$ cat src/rtl/measure_pkg.sv
// Shared definitions for the measure unit: strobe-sampler FSM states and
// default timing constants.
package measure_pkg;

  typedef enum logic [2:0] {
    IDLE,
    CHECK,
    REQ,
    WAIT_LOW,
    WAIT_VALID,
    SETTLE,
    SAMPLE,
    DONE
  } stb_sample_state_t;

  localparam int unsigned DEFAULT_SETTLE_CYCLES = 4;
  localparam int unsigned DEFAULT_TMO_MARGIN    = 16;

endpackage

$ cat src/rtl/sync_ff.sv
// Multi-stage flop synchroniser for asynchronous level inputs.
module sync_ff #(
  parameter int unsigned WIDTH  = 1,
  parameter int unsigned STAGES = 2
) (
  input  logic             clk_i,
  input  logic             arst_i,
  input  logic [WIDTH-1:0] d_i,
  output logic [WIDTH-1:0] q_o
);

  logic [STAGES-1:0][WIDTH-1:0] sync_q, sync_d;

  always_comb begin
    sync_d[0] = d_i;
    for (int unsigned i = 1; i < STAGES; i++) begin
      sync_d[i] = sync_q[i-1];
    end
  end

  always_ff @(posedge clk_i or posedge arst_i) begin
    if (arst_i) begin
      sync_q <= '0;
    end else begin
      sync_q <= sync_d;
    end
  end

  assign q_o = sync_q[STAGES-1];

endmodule

$ cat src/rtl/stb_sample_ctrl.sv
// Strobe sampler: requests strobes from the generator, samples the synchronised
// comparator a fixed settle time after each strobe, and counts the ones.
module stb_sample_ctrl
  import measure_pkg::*;
#(
  parameter int unsigned CNT_WIDTH     = 16,
  parameter int unsigned T_WIDTH       = 32,
  parameter int unsigned SETTLE_CYCLES = DEFAULT_SETTLE_CYCLES,
  parameter int unsigned TMO_MARGIN    = DEFAULT_TMO_MARGIN
) (
  input  logic                 clk_i,
  input  logic                 arst_i,
  input  logic                 start_i,
  input  logic [CNT_WIDTH-1:0] n_samples_i,
  input  logic                 cmp_i,
  input  logic                 stb_rdy_i,
  input  logic                 stb_valid_i,
  input  logic [T_WIDTH-1:0]   stb_period_i,
  output logic                 stb_req_o,
  output logic                 busy_o,
  output logic                 done_o,
  output logic                 err_o,
  output logic [CNT_WIDTH-1:0] ones_cnt_o,
  output logic [CNT_WIDTH-1:0] samples_o
);

  localparam int unsigned SW = (SETTLE_CYCLES > 1) ? $clog2(SETTLE_CYCLES) : 1;

  stb_sample_state_t    state_q, state_d;
  logic [CNT_WIDTH-1:0] n_req_q, n_req_d;
  logic [CNT_WIDTH-1:0] ones_q, ones_d;
  logic [CNT_WIDTH-1:0] samples_q, samples_d;
  logic                 err_q, err_d;
  logic [T_WIDTH-1:0]   tmo_lim_q, tmo_lim_d;
  logic [T_WIDTH-1:0]   tmo_q, tmo_d;
  logic [SW-1:0]        settle_q, settle_d;
  logic [T_WIDTH+1:0]   tmo_sum;
  logic [CNT_WIDTH:0]   samp_next;
  logic                 cmp_sync;

  sync_ff #(
    .WIDTH  (1),
    .STAGES (2)
  ) u_cmp_sync (
    .clk_i  (clk_i),
    .arst_i (arst_i),
    .d_i    (cmp_i),
    .q_o    (cmp_sync)
  );

  always_comb begin
    // Two guard bits so 2*period + margin can saturate instead of wrapping
    tmo_sum   = {1'b0, stb_period_i, 1'b0} + (T_WIDTH+2)'(TMO_MARGIN);
    samp_next = {1'b0, samples_q} + (CNT_WIDTH+1)'(1);

    state_d   = state_q;
    n_req_d   = n_req_q;
    ones_d    = ones_q;
    samples_d = samples_q;
    err_d     = err_q;
    tmo_lim_d = tmo_lim_q;
    tmo_d     = tmo_q;
    settle_d  = settle_q;

    case (state_q)
      IDLE: begin
        if (start_i) begin
          n_req_d   = n_samples_i;
          ones_d    = '0;
          samples_d = '0;
          err_d     = 1'b0;
          tmo_lim_d = (|tmo_sum[T_WIDTH+1:T_WIDTH]) ? '1 : tmo_sum[T_WIDTH-1:0];
          state_d   = CHECK;
        end
      end
      CHECK: begin
        if (!stb_rdy_i) begin
          err_d   = 1'b1;
          state_d = DONE;
        end else if (n_req_q == '0) begin
          state_d = DONE;
        end else begin
          state_d = REQ;
        end
      end
      REQ: begin
        tmo_d   = '0;
        state_d = WAIT_LOW;
      end
      WAIT_LOW, WAIT_VALID: begin
        // One timeout budget spans both waits for a single strobe
        if (tmo_q == tmo_lim_q) begin
          err_d   = 1'b1;
          state_d = DONE;
        end else begin
          tmo_d = tmo_q + T_WIDTH'(1);
          if (state_q == WAIT_LOW && !stb_valid_i) begin
            state_d = WAIT_VALID;
          end else if (state_q == WAIT_VALID && stb_valid_i) begin
            settle_d = '0;
            state_d  = SETTLE;
          end
        end
      end
      SETTLE: begin
        if (settle_q == SW'(SETTLE_CYCLES - 1)) begin
          state_d = SAMPLE;
        end else begin
          settle_d = settle_q + SW'(1);
        end
      end
      SAMPLE: begin
        samples_d = samp_next[CNT_WIDTH-1:0];
        ones_d    = ones_q + CNT_WIDTH'(cmp_sync);
        state_d   = (samp_next == {1'b0, n_req_q}) ? DONE : REQ;
      end
      DONE: begin
        state_d = IDLE;
      end
      default: begin
        state_d = IDLE;
      end
    endcase
  end

  always_ff @(posedge clk_i or posedge arst_i) begin
    if (arst_i) begin
      state_q   <= IDLE;
      n_req_q   <= '0;
      ones_q    <= '0;
      samples_q <= '0;
      err_q     <= 1'b0;
      tmo_lim_q <= '0;
      tmo_q     <= '0;
      settle_q  <= '0;
    end else begin
      state_q   <= state_d;
      n_req_q   <= n_req_d;
      ones_q    <= ones_d;
      samples_q <= samples_d;
      err_q     <= err_d;
      tmo_lim_q <= tmo_lim_d;
      tmo_q     <= tmo_d;
      settle_q  <= settle_d;
    end
  end

  assign stb_req_o  = (state_q == REQ);
  assign busy_o     = (state_q != IDLE);
  assign done_o     = (state_q == DONE);
  assign err_o      = err_q;
  assign ones_cnt_o = ones_q;
  assign samples_o  = samples_q;

endmodule

$ cat config.mk
export PLATFORM = sky130hd
export DESIGN_NAME = stb_sample_ctrl
export DESIGN_NICKNAME = d
export VERILOG_FILES = /design/src/rtl/measure_pkg.sv /design/src/rtl/sync_ff.sv /design/src/rtl/stb_sample_ctrl.sv
export SDC_FILE = /design/constraint.sdc
export NUM_CORES = 1
export LEC_CHECK = 0
export ABC_AREA = 0
export ABC_CLOCK_PERIOD_IN_PS = 4500
export CORE_ASPECT_RATIO = 1.75
export CORE_MARGIN = 4
export CORE_UTILIZATION = 56
export DETAILED_ROUTE_END_ITERATION = 6
export PLACE_DENSITY = 0.8
export SLEW_MARGIN = 20
export SYNTH_ARGS = -nofsm -noshare
export SYNTH_HDL_FRONTEND = slang
export SYNTH_SLANG_ARGS = --single-unit
$ cat constraint.sdc
create_clock -name clk_i -period 4.5 [get_ports clk_i]
set_input_delay 0.675 -clock clk_i [delete_from_list [all_inputs] [get_ports clk_i]]
set_output_delay 0.675 -clock clk_i [all_outputs]
set_load 0.1 [all_outputs]
-- Word-level counts from Yosys, hierarchy flattened
Cells that the tools add are included.
- bits of input ports: 54
- flip-flop bits (word level): 120
- reduce and logical (&&, ||, !) cells: 18
- muxes and demuxes: 24
- eq/ne operators: 19
- add/subtract/negate cells: 5
- operator list (cell ; count):
    32-bit 2-to-1 mux ; 2
    16-bit case mux with 2 select lines ; 2
    32-bit case mux with 2 select lines ; 1
    33-bit by 5-bit adder with 34-bit output, second input constant ; 1
    32-bit by 1-bit adder with 32-bit output, second input constant ; 1
    32-bit == test ; 1
    3-bit 2-to-1 mux ; 8
    3-bit case mux with 7 select lines ; 1
    16-bit by 1-bit adder with 17-bit output, second input constant ; 1
    17-bit by 16-bit == test with 1-bit output ; 1
    16-bit by 1-bit adder with 16-bit output ; 1
    16-bit zero test ; 1
    16-bit 2-to-1 mux ; 1
    2-bit inequality test, second input constant ; 8
    3-bit == test, second input constant ; 4
    2-bit 2-to-1 mux ; 4
    3-bit by 2-bit == test with 1-bit output, second input constant ; 2
    2-bit AND reduction ; 3
    2-bit nonzero test ; 3
    3-bit nonzero test ; 2
    5-bit AND reduction ; 1
    4-bit inequality test, second input constant ; 1
    2-bit case mux with 2 select lines ; 1
    4-bit AND reduction ; 1
    other kinds (10) ; 14

-- Depth between registers and ports, before layout
Gate-level depths: netlist (run 1).
- word-level depth: 6
- depth in mapped cells: 10
- gate-level depth less buffers: 9

-- By module
Synthesis (run 1) repeated with hierarchy kept, for this count alone.
- cell total of the unflattened synthesis: 798
- area, all modules: 7019.2 µm²
- by module, submodules not included (module ; times used ; cells each ; area each (µm²)):
    stb_sample_ctrl ; 1 ; 795 ; 6965.4
    sync_ff ; 1 ; 3 ; 53.8

-- Worst setup path before layout (run 1)
Ideal clock, no wire load.
- path type: register to output
- start point: register state_q[1]
- end point: output port stb_req_o
- cell stages (with the launch flop): 8
- setup slack: 1398 ps
- arrival: 2427 ps
- path buffers: 4
- data required time: 3825 ps
- cell sequence: dfrtp_1 -> buf_4 -> inv_2 -> or3_1 -> clkbuf_1 -> inv_1 -> buf_2 -> buf_1
- word-level cells in the longest chain between the ends: 1
- RTL lines (item ; line ; RTL):
    start: declaration ; stb_sample_ctrl.sv:29 ; stb_sample_state_t state_q, state_d;
    start signal: assignment ; stb_sample_ctrl.sv:137 ; state_q <= state_d;
    3-bit by 2-bit == test with 1-bit output ; stb_sample_ctrl.sv:148 ; assign stb_req_o = (state_q == REQ);
    end: declaration ; stb_sample_ctrl.sv:19 ; output logic stb_req_o,
Every way passes these cells.

-- Final worst setup path (run 1)
- start point: input port stb_period_i[3]
- end point: register tmo_lim_q[20]
- word-level cells in the longest chain between the ends: 3
- RTL lines (item ; line ; RTL):
    start: declaration ; stb_sample_ctrl.sv:18 ; input logic [T_WIDTH-1:0] stb_period_i,
    33-bit by 5-bit adder with 34-bit output * ; stb_sample_ctrl.sv:53 ; tmo_sum = {1'b0, stb_period_i, 1'b0} + (T_WIDTH+2)'(TMO_MARGIN);
    2-bit OR reduction ; stb_sample_ctrl.sv:72 ; tmo_lim_d = (|tmo_sum[T_WIDTH+1:T_WIDTH]) ? '1 : tmo_sum[T_WIDTH-1:0];
    32-bit 2-to-1 mux * ; stb_sample_ctrl.sv:72 ;
    end signal: assignment ; stb_sample_ctrl.sv:142 ; tmo_lim_q <= tmo_lim_d;
    end: declaration ; stb_sample_ctrl.sv:34 ; logic [T_WIDTH-1:0] tmo_lim_q, tmo_lim_d;
Mark *: on every way between the ends. The rest lies on a longest branch, timed or not.
A chain may end at the register's enable or synchronous reset.

==> impl_metrics.yaml, run 1 <==
outcome:
  status: "finished, final reports clean"
sta:
  drv_slew: 0
  tightest_slew_ps: 997
  fmaxAchievable_mhz: 312
  hold_viol: 0
  fin_tns_setup_ps: 0
  fin_crit_ps: 3200
  layout_worst_path_cycle_share_pct: 71.2
  finalSetupViolations: 0
  setup_repair_after_global_routing_missed_its_margin: "no"
  worst_slew_margin_rel_pct: 33.3
  clock_skew_ps: 8.84
clock_network:
  cts-root-buf: "sky130_fd_sc_hd__clkbuf_16"
  numClockSinks: 120
  post_cts_setup_bufs: 0
  tritoncts_clock_tree: "built"
  cts_resized: 0
  clk_pin_slew_worst_paths_ps: 50
  buffer_levels_on_the_longest_clock_path: 2
  cts_htree_levels: 4
  numCtsBuffers: 17
  cts-hold-fix-buffers: 0
  clk_latency_ps: 420
synthesis:
  ys_ff_latch: 120
  synth.lib_cells_used.distinct: 61
  synthesis.area_um2: 6990
  async_reset_ff_share_pct: 100
  postSynthNetCount: 844
  synth-main-ff-cell: "sky130_fd_sc_hd__dfrtp_1"
  synth.yosys.seq_area_share_pct: 43.0
  synth_edf_count: 0
  syn_area_per_cell_um2: 8.91
  yosysWarnings: 0
  post_synth_inst_count: 784
grt:
  grt_usage_pct: 27.2
  grt_remaining_overflow: 0
  grt_antenna_before_repair: 0
  grt_first_pass_wirelength_um: 30700
  via_count_of_the_first_global_routing_pass: 6299
  grt_max_degree: 79
drt:
  firstDrtPassIters: 5
  vias: 6259
  route.detailed.drc: 0
  drtAntennaViolNets: 0
  wire_per_inst_um: 18.5
  finalWirelength_um: 19100
  drt-initial-drc-count: 492
  vias_per_cell: 6.07
setup_path:
  critPathRequiredTime_ps: 4740
  timing.critical_path.fanout_max: 32
  start_kind: "primary input"
  setup.worst_path.end_class: "register"
  worst_ep_arrival_time_ps: 3450
  setup.worst_path.class: "primary input to register"
power_and_ir_drop:
  p_total_mw: 4.84
  powerDensity_nw_per_um2: 570
  worst_ir_drop_vdd_mv: 0.293
  power.static_leakage_nw: 3.41
final_layout:
  layout.nets: 914
  nFillCells: 946
  area.sequential_um2: 3000
  multiInputGateArea_um2: 3720
  final_cell_count_no_fill: 1031
  flow.area_growth_from_synthesis_pct: 21.6
  drive_gt1_share_pct: 6.81
  insertedDiodeCount: 0
run:
  timing.max_cap.violations: 0
floorplanning:
  core_region_area_um2: 12100
  fp.dieArea_um2: 14400
  fp.dieH_um: 156
  std_cell_rows: 53
  die_w_um: 92.5
  initial_core_util_pct: 57.6
  top_level_ports: 90
place:
  globalplace.congestion: 0.976
  port_buffer_count: 89
  placed_cells_incl_taps: 1000
  place.detailed.hpwl_um: 13700
min_path:
  worst_hold_path_type: "register to register"
metrics by stage:
stage | utilization [%] | setup slack (ps) | area (µm²) | hold slack [ps]
final | 70.0 | 1300 | 8500 | 354
after global routing | 70.0 | 1040 | 8500 | 365
after global placement | 65.2 | 1100 | 7910 | 345
after detailed placement | 65.2 | 884 | 7910 | 347
after floorplan | - | 639 | 6990 | 331
after CTS | 70.0 | 1310 | 8500 | 359
cells by family (layout without fill, tap and decap cells):
family | Yosys count | after routing | share of synthesized area [%]
AND/OR/NAND/NOR | 359 | 359 | 25.9
AO/OA/AOI/OAI | 134 | 134 | 12.1
multiplexers | 7 | 7 | 1.20
buffers and inverters | 56 | 138 | 3.81
flip-flops | 120 | 120 | 43.0
adder cells (fa/ha/maj) | 6 | 6 | 1.07
XOR/XNOR | 102 | 102 | 13.0
report_power, final:
part / internal (mW) / total [mW] / switching (mW)
clock: 0.868 / 1.34 / 0.473
sequential: 1.38 / 1.74 / 0.362
combinational: 0.606 / 1.76 / 1.16
total: 2.85 / 4.84 / 1.99
cells in the mapped netlist (8+ instances only):
cell type	instances	share of area (%)
sky130_fd_sc_hd__a31oi_1	30	2.7
sky130_fd_sc_hd__a21oi_1	20	1.4
sky130_fd_sc_hd__o31ai_1	8	0.86
sky130_fd_sc_hd__and3_1	19	1.7
sky130_fd_sc_hd__xnor2_1	58	7.3
sky130_fd_sc_hd__buf_2	8	0.57
sky130_fd_sc_hd__nand4_1	35	3.1
sky130_fd_sc_hd__nor4_1	13	1.2
sky130_fd_sc_hd__nor2_1	88	4.7
sky130_fd_sc_hd__or3_1	12	1.1
sky130_fd_sc_hd__nand3_1	35	2.5
sky130_fd_sc_hd__clkbuf_1	24	1.3
sky130_fd_sc_hd__inv_1	11	0.59
sky130_fd_sc_hd__nand2_1	112	6.0
sky130_fd_sc_hd__dfrtp_1	120	43
sky130_fd_sc_hd__xor2_1	43	5.4
sky130_fd_sc_hd__o21ai_0	47	3.4
final cells by class:
class / instances / share of cell area (%)
clock buffers: 24 / 5.79
clock inverters: 7 / 1.09
inverters: 12 / 0.559
multi-input cells: 608 / 43.8
flip-flops and latches: 120 / 35.3
well taps: 165 / 2.43
repair buffers: 95 / 11.0
cell usage in the layout, fill, tap and decap left out, types with 6 or more instances in the layout:
master	count
sky130_fd_sc_hd__o31ai_1	8
sky130_fd_sc_hd__ha_1	6
sky130_fd_sc_hd__nand4_1	35
sky130_fd_sc_hd__clkbuf_16	17
sky130_fd_sc_hd__nor2_1	87
sky130_fd_sc_hd__and3_1	19
sky130_fd_sc_hd__xor2_1	43
sky130_fd_sc_hd__buf_4	7
sky130_fd_sc_hd__a21oi_1	20
sky130_fd_sc_hd__xnor2_1	58
sky130_fd_sc_hd__nor4_1	13
sky130_fd_sc_hd__nand2_1	112
sky130_fd_sc_hd__clkdlybuf4s50_1	88
sky130_fd_sc_hd__and2_1	6
sky130_fd_sc_hd__or3_1	12
sky130_fd_sc_hd__nand3_1	35
sky130_fd_sc_hd__inv_1	10
sky130_fd_sc_hd__o21ai_0	47
sky130_fd_sc_hd__a31oi_1	30
sky130_fd_sc_hd__and4_1	7
sky130_fd_sc_hd__o211ai_1	6
sky130_fd_sc_hd__dfrtp_1	120
critical path: stages:
cell and delay, ps:
sky130_fd_sc_hd__clkdlybuf4s50_1 510, sky130_fd_sc_hd__ha_1 230, sky130_fd_sc_hd__nand2_1 80, sky130_fd_sc_hd__nor2_1 500, sky130_fd_sc_hd__and2_1 280, sky130_fd_sc_hd__nand4_2 170
sky130_fd_sc_hd__mux2i_4 780, sky130_fd_sc_hd__a31oi_1 200
routing by layer:
layer	vias up	part of all wire, %	track usage, %
met5	-	0	0
met4	0	6.1	18.8
met3	80	5.3	5.36
met2	254	55	50.4
met1	3018	34	26.5
li1	2907	-	-
flip-flops by register name (all words and copies together) (netlist names):
register,flops
tmo_lim_q,32
tmo_q,32
n_req_q,16
ones_cnt_o,16
samples_o,16
state_q,3
settle_q,2
err_o,1
u_cmp_sync.q_o,1
u_cmp_sync.sync_d,1
path summary, 6_finish.rpt:
| check | from | to | slack [ps] | cells after the start |
|---|---|---|---|---|
| min in group asynchronous | arst_i | tmo_lim_q[27] | 800 | 2 |
| setup reg to reg | samples_o[0] | state_q[0] | 1390 | 8 |
| max in group asynchronous | arst_i | settle_q[0] | 2770 | 3 |
| hold / removal | u_cmp_sync.sync_d[1] | u_cmp_sync.q_o | 350 | 0 |
| setup / recovery | stb_period_i[3] | tmo_lim_q[20] | 1300 | 8 |
| hold reg to reg | u_cmp_sync.sync_d[1] | u_cmp_sync.q_o | 350 | 0 |
No activity file was read; power rests on OpenSTA's default activity.
==> run 2: changes to the inputs <==
- ABC_CLOCK_PERIOD_IN_PS: 4500 -> 3000
- clock period: 4.5 -> 3 ns (I/O delays scaled with it)
==> run 2 against run 1 <==
Net effect: via count up 2.2%; global-route usage grew 1.1 points; die area unchanged; largest power group unchanged.
==> impl_metrics.yaml, run 2 (same netlist as run 1, synthesis figures left out) <==
final_layout:
  nFillCells: 925
  layout.nets: 928
  fin_util_pct: 70.2
  final_cell_area_um2: 8520
  most-common-layout-cells: "120 x sky130_fd_sc_hd__dfrtp_1, 112 x sky130_fd_sc_hd__nand2_1, 88 x sky130_fd_sc_hd__nor2_1, 58 x sky130_fd_sc_hd__xnor2_1"
  mostFrequentLayoutCell: "sky130_fd_sc_hd__dfrtp_1"
  insertedDiodeCount: 0
  flow.area_growth_from_synthesis_pct: 22.0
  drive_gt1_share_pct: 12.3
  layout_top_registers: "tmo_lim_q x32, tmo_q x32"
sta:
  drv_slew: 0
  finalSetupViolations: 0
  finalHoldWorstSlack_ps: 357
  setup_repair_after_global_routing_missed_its_margin: "no"
  clock_skew_ps: 7.86
  hold_viol: 0
  fin_ws_ps: 261
  fin_tns_setup_ps: 0
  tightest_slew_ps: 801
  layout_worst_path_cycle_share_pct: 91.3
  fin_crit_ps: 2740
  fmaxAchievable_mhz: 365
  worst_slew_margin_rel_pct: 45.2
clock_network:
  numClockSinks: 120
  cts_htree_levels: 4
  cts_resized: 0
  numCtsBuffers: 17
  clk_latency_ps: 420
  cts-hold-fix-buffers: 0
  tritoncts_clock_tree: "built"
  post_cts_setup_bufs: 0
  cts-root-buf: "sky130_fd_sc_hd__clkbuf_16"
  buffer_levels_on_the_longest_clock_path: 2
  clk_pin_slew_worst_paths_ps: 50
setup_path:
  worst_ep_arrival_time_ps: 3070
  critPathRequiredTime_ps: 3330
  start_kind: "register"
  setup.worst_path.class: "register to register"
  setup.worst_path.end_class: "register"
  timing.critical_path.fanout_max: 25
drt:
  route.detailed.drc: 0
  finalWirelength_um: 19800
  wire_per_inst_um: 19.0
  vias_per_cell: 6.13
  vias: 6397
  firstDrtPassIters: 5
  drt-initial-drc-count: 372
  drtAntennaViolNets: 0
place:
  placement.setup.worst_slack_ps: 114
  place.detailed.hpwl_um: 14200
  port_buffer_count: 89
  globalplace.congestion: 0.990
  dpl-instance-area_um2: 7970
power_and_ir_drop:
  worst_ir_drop_vdd_mv: 0.387
  power.static_leakage_nw: 3.55
  powerDensity_nw_per_um2: 850
floorplanning:
  top_level_ports: 90
  initial_core_util_pct: 57.6
  std_cell_rows: 53
  fp.dieH_um: 156
  die_w_um: 92.5
  core_region_area_um2: 12100
  fp.dieArea_um2: 14400
min_path:
  worst_hold_path_type: "register to register"
grt:
  via_count_of_the_first_global_routing_pass: 6597
  grt_usage_pct: 28.3
  grt_remaining_overflow: 0
  grt_antenna_before_repair: 0
  grt_first_pass_wirelength_um: 32100
  grt_max_degree: 79
run:
  timing.max_cap.violations: 0
outcome:
  status: "finished, final reports clean"
[run 2: cell types whose count changed in the layout (fill, tap and decap cells not counted), moves of 2 or more]
cell / before / now
sky130_fd_sc_hd__clkbuf_1: 3 / 1
sky130_fd_sc_hd__clkinv_2: 2 / 4
sky130_fd_sc_hd__clkdlybuf4s50_1: 88 / 53
sky130_fd_sc_hd__buf_4: 7 / 53
sky130_fd_sc_hd__buf_12: 0 / 3
[run 2: worst max-delay path: stages (launching register included)]
cell and delay, ps:
sky130_fd_sc_hd__dfrtp_1 520, sky130_fd_sc_hd__inv_2 140, sky130_fd_sc_hd__or3_1 410, sky130_fd_sc_hd__o21a_1 170
sky130_fd_sc_hd__a21oi_4 610, sky130_fd_sc_hd__nand4_4 230, sky130_fd_sc_hd__or3_1 410, sky130_fd_sc_hd__a21oi_1 170
[run 2: worst paths after layout]
check	endpoint	start	cells past startpoint	slack, ps
setup reg to reg	tmo_q[11]	state_q[1]	7	260
hold / removal	u_cmp_sync.q_o	u_cmp_sync.sync_d[1]	0	360
hold reg to reg	u_cmp_sync.q_o	u_cmp_sync.sync_d[1]	0	360
max in group asynchronous	samples_o[11]	arst_i	3	1940
min in group asynchronous	ones_cnt_o[0]	arst_i	2	390
setup / recovery	tmo_q[11]	state_q[1]	7	260
[run 2: power breakdown]
part / leakage, nW / internal (mW) / switching [mW] / total (mW)
combinational: 1.77 / 0.934 / 1.80 / 2.73
sequential: 1.50 / 2.06 / 0.528 / 2.59
clock: 0.270 / 1.21 / 0.718 / 1.93
[run 2: layout make-up]
class,instances,area (µm²),area share (%)
Sequential cell,120,3000,35.2
Timing Repair Buffer,109,988,11.6
Clock inverter,8,72.6,0.851
Inverter,12,48.8,0.572
Tap cell,165,206,2.42
Multi-Input combinational cell,608,3720,43.7
Clock buffer,22,484,5.68
[run 2: per-layer routing]
layer	routed length [µm]	up-vias	GRT usage (%)
met4	1400	0	19.0
li1	-	2943	-
met5	0	-	0
met3	767	93	4.87
met2	10900	256	52.7
met1	6810	3105	28.0
[run 2: per-stage QoR]
| step | total power [mW] | cells |
|---|---|---|
| 5_1_grt | 7.62 | 1044 |
| 2_1_floorplan | 4.52 | 784 |
| 3_3_place_gp | 5.17 | 1014 |
| 3_5_place_dp | 5.28 | 1014 |
| 4_1_cts | 7.24 | 1044 |
| 6_report | 7.25 | 1044 |
